--- src/rtl/if_id_queue.sv ---
// Fetch-to-decode instruction queue: circular buffer of {instr, pc4} entries
// with first-word fall-through, flush on redirect, and asynchronous reset.
module if_id_queue #(
  parameter int unsigned DEPTH = 4,
  parameter logic [31:0] NOP   = 32'h00000000
) (
  input  logic                       Clk,
  input  logic                       Reset,
  input  logic                       in_valid,
  input  logic [31:0]                in_instr,
  input  logic [31:0]                in_pc4,
  output logic                       in_ready,
  output logic                       out_valid,
  output logic [31:0]                out_instr,
  output logic [31:0]                out_pc4,
  input  logic                       out_ready,
  input  logic                       Flush,
  output logic [$clog2(DEPTH):0]     count
);

  localparam int unsigned AW = $clog2(DEPTH);

  if (DEPTH < 2 || DEPTH > 16 || (DEPTH & (DEPTH - 1)) != 0) begin : g_depth_check
    $error("if_id_queue: DEPTH must be a power of two in 2..16");
  end

  logic [31:0]   r_mem_instr [DEPTH];
  logic [31:0]   r_mem_pc4   [DEPTH];
  logic [AW-1:0] r_wr_ptr;
  logic [AW-1:0] r_rd_ptr;
  logic [AW:0]   r_count;

  logic w_in_ready;
  logic w_out_valid;
  logic w_push;
  logic w_pop;

  // Handshake flags come only from registered count, so out_ready never reaches in_ready.
  assign w_in_ready  = (r_count != (AW+1)'(DEPTH));
  assign w_out_valid = (r_count != '0);
  assign w_push      = in_valid && w_in_ready && !Flush;
  assign w_pop       = w_out_valid && out_ready && !Flush;

  always_ff @(posedge Clk or posedge Reset) begin
    if (Reset) begin
      r_wr_ptr <= '0;
      r_rd_ptr <= '0;
      r_count  <= '0;
    end else if (Flush) begin
      r_wr_ptr <= '0;
      r_rd_ptr <= '0;
      r_count  <= '0;
    end else begin
      if (w_push) r_wr_ptr <= r_wr_ptr + AW'(1);
      if (w_pop)  r_rd_ptr <= r_rd_ptr + AW'(1);
      case ({w_push, w_pop})
        2'b10:   r_count <= r_count + (AW+1)'(1);
        2'b01:   r_count <= r_count - (AW+1)'(1);
        default: r_count <= r_count;
      endcase
    end
  end

  // Storage is not reset; its contents are masked whenever the queue is empty.
  always_ff @(posedge Clk) begin
    if (w_push) begin
      r_mem_instr[r_wr_ptr] <= in_instr;
      r_mem_pc4[r_wr_ptr]   <= in_pc4;
    end
  end

  always_comb begin
    out_instr = NOP;
    out_pc4   = '0;
    if (w_out_valid) begin
      out_instr = r_mem_instr[r_rd_ptr];
      out_pc4   = r_mem_pc4[r_rd_ptr];
    end
  end

  assign in_ready  = w_in_ready;
  assign out_valid = w_out_valid;
  assign count     = r_count;

endmodule

--- config.mk ---
export PLATFORM = sky130hd
export DESIGN_NAME = if_id_queue
export DESIGN_NICKNAME = d
export VERILOG_FILES = /design/src/rtl/if_id_queue.sv
export SDC_FILE = /design/constraint.sdc
export NUM_CORES = 1
export LEC_CHECK = 0
export CORE_MARGIN = 5
export CORE_UTILIZATION = 47
export DETAILED_ROUTE_END_ITERATION = 8
export DONT_BUFFER_PORTS = 1
export SYNTH_ARGS = -nofsm -noshare
export SYNTH_HDL_FRONTEND = slang
export SYNTH_SLANG_ARGS = --single-unit
export TNS_END_PERCENT = 10
--- constraint.sdc ---
create_clock -name Clk -period 3 [get_ports Clk]
set_input_delay 0.6 -clock Clk [delete_from_list [all_inputs] [get_ports Clk]]
set_output_delay 0.6 -clock Clk [all_outputs]
set_load 0.02 [all_outputs]
==> qor.yml <==
antennaDiodeCount: 0
syn-cell-area_mm2: 0.01022
hpwlAfterDp_um: 10870
finalCriticalPeriod_ns: 2.797
syn_to_final_growth_pct: 12.89
switching_share_pct: 22.91
final_area_mm2: 0.01154
synth_edf_count: 256
drtPass1Iterations: 4
fin_total_pwr_mw: 8.510
ys_ff_latch: 263
portBuffers: 0
dp_cells: 741
place.gp.congestion: 0.7733
power.leakage_nw: 3.609
wl_per_cell_um: 23.64
cts_max_path_buffers: 3
layout.nets: 567
fin_worst_hold_slack_ns: 0.1338
yosysWarnings: 0
first_global_vias: 4848
ant_nets: 0
power.density_mw_per_mm2: 737.6
hp-class: "in2reg"
grt_antenna_before_repair: 0
skew_ns: 0.01779
synth_flop_cell: "edfxtp_1"
routed_wl_um: 18750
cp_max_fo: 66
placed_area_mm2: 0.01063
grt_max_degree: 67
async_flop_share_pct: 2.662
grt_pass1_wl_um: 28260
vias: 4420
grt_usage_pct: 15.13
htree_levels: 1
cts_tree: "built"
synth_fp_nets: 546
clock_sinks: 263
drc_errors: 0
final_core_util_pct: 53.36
drtIter0Drc: 269
die_height_um: 157.5
setup_viol: 0
vias_per_cell: 5.574
synth_common_cells: "256 x edfxtp_1, 69 x and2_1, 64 x mux4_2"
ios: 138
status: "completed"
overflow: 0
die_x_um: 157.5
synth.most_common_cell: "edfxtp_1"
layoutNonFillerInstCount: 793
p_clk_share_pct: 38.7
ir_drop_mv: 0.4914
synth_largest_area_cell: "edfxtp_1"
dieArea_mm2: 0.02479
max_slew.worst_pin.slew_ns: 0.5064
fmax_mhz: 357.5
crit_required_ns: 2.40
rsz0062_at_grt: "false"
drive_gt1_share_pct: 24.17
max-slew-margin-rel_pct: 66.24
rr_startpoint: "count[1]"
drv_cap: 0
fin_crit_sh_pct: 93.25
syn_avg_cell_area_um2: 21.65
start_util_pct: 47.27
clkTransAtPathRegs_ns: 0.06
final.setup.tns_ns: 0
path_class: "reg2out"
maxSlewViolCount: 0
setup_ws_ns: 0.2026
cts_buffers: 27
root_buffer: "clkbuf_16"
pre_cts_ws_ns: 0.5208
ys_seq_area_share_pct: 76.93
switching_power_mw: 1.950
finalHoldViolations: 0
start_kind: "flip-flop"
hold_path.startpoint: "Flush"
yosysUniqueCellTypes: 31
crit_path_start: "count[1]"
power_frac_comb_pct: 11.6
synthesis.instances: 472
clk_latency_ns: 0.52
rows: 54
p_seq_share_pct: 49.7
p_int_mw: 6.560
synth_top_area_share_pct: 75.22
endpoint_kind: "primary output"
core_area_mm2: 0.02162
worst_ep_arrival_time_ns: 2.20
synthTopCellsByArea: "edfxtp_1 75%, mux4_2 14%, and2_1 4.2%"
[path summary, 6_finish.rpt]
kind,end,slack (ns),cells past startpoint
worst max-delay path,out_pc4[3],0.20,3
worst min-delay path,count[0],0.13,1
worst max register to register,r_mem_instr[2][3],0.50,5
worst min register to register,r_wr_ptr[1],0.58,2
max in group asynchronous,r_rd_ptr[0],2.24,2
min in group asynchronous,count[1],0.47,2
[power groups by stage]
| stage | clock network, mW | logic, mW | registers (mW) |
|---|---|---|---|
| 6_report | 3.30 | 0.983 | 4.23 |
| 3_5_place_dp | 0 | 0.983 | 4.32 |
| 5_1_grt | 3.53 | 1.06 | 4.24 |
| 4_1_cts | 3.39 | 0.988 | 4.24 |
| 2_1_floorplan | 0 | 0.832 | 4.28 |
| 3_3_place_gp | 0 | 0.976 | 4.31 |
[worst max-delay path, cell delays in order, from the launching register on]
cell and delay (ns):
dfrtp_1 0.65, or3_4 0.23, buf_6 0.41, and2_1 0.36
[registers in the layout, summed over array words and instances (netlist names)]
signal / count
r_mem_instr: 128
r_mem_pc4: 128
count: 3
r_rd_ptr: 2
r_wr_ptr: 2
[routing by layer]
| layer | GRT usage (%) | vias up | wire length (um) |
|---|---|---|---|
| met4 | 4.302 | 0 | 523 |
| li1 | - | 1941 | - |
| met1 | 17.69 | 2304 | 6876 |
| met3 | 5.252 | 33 | 1553 |
| met2 | 26.64 | 142 | 9794 |
| met5 | 0 | - | 0 |
[cells by family (layout without fill, tap and decap cells)]
family	after synthesis	after routing	synth area share (%)
flops	263	263	76.93
simple gates	90	90	5.264
mux	64	64	14.10
buf+inv	30	71	1.702
compound gates	17	17	1.053
fa+ha+maj	5	5	0.6856
xor+xnor	3	3	0.2571
[timing repair]
item	in CTS	in global routing
endpoints found under the setup margin	0	64
resized for setup	0	1
hold endpoints to repair	7	0
setup buffers	0	2
hold buffers	1	0
[final cells by class]
| type | instances | area [um^2] |
|---|---|---|
| fill | 1692 | 10080 |
| inverter | 5 | 18.77 |
| clock inverter | 14 | 177.7 |
| tap | 280 | 350.3 |
| timing repair buffer | 17 | 221.5 |
| sequential | 263 | 7870 |
| clock buffer | 35 | 705.7 |
| multi-input combinational | 179 | 2193 |
[placed cells by master (no fill, tap or decap), types with 2 or more instances in the layout]
| master | count |
|---|---|
| edfxtp_1 | 256 |
| and2_1 | 65 |
| mux4_2 | 64 |
| clkbuf_16 | 27 |
| clkbuf_1 | 8 |
| buf_4 | 8 |
| buf_12 | 7 |
| a21oi_1 | 6 |
| nor2_1 | 6 |
| inv_1 | 5 |
| nand2_1 | 5 |
| clkinv_1 | 5 |
| dfrtp_1 | 5 |
| o21ai_0 | 4 |
| and2_4 | 4 |
| ha_1 | 4 |
| bufinv_16 | 4 |
| clkinvlp_4 | 3 |
| nor3_1 | 2 |
| nand2b_1 | 2 |
| xor2_1 | 2 |
| nand3_1 | 2 |
| dfrtp_4 | 2 |
Power figures use the tool's default switching activity.
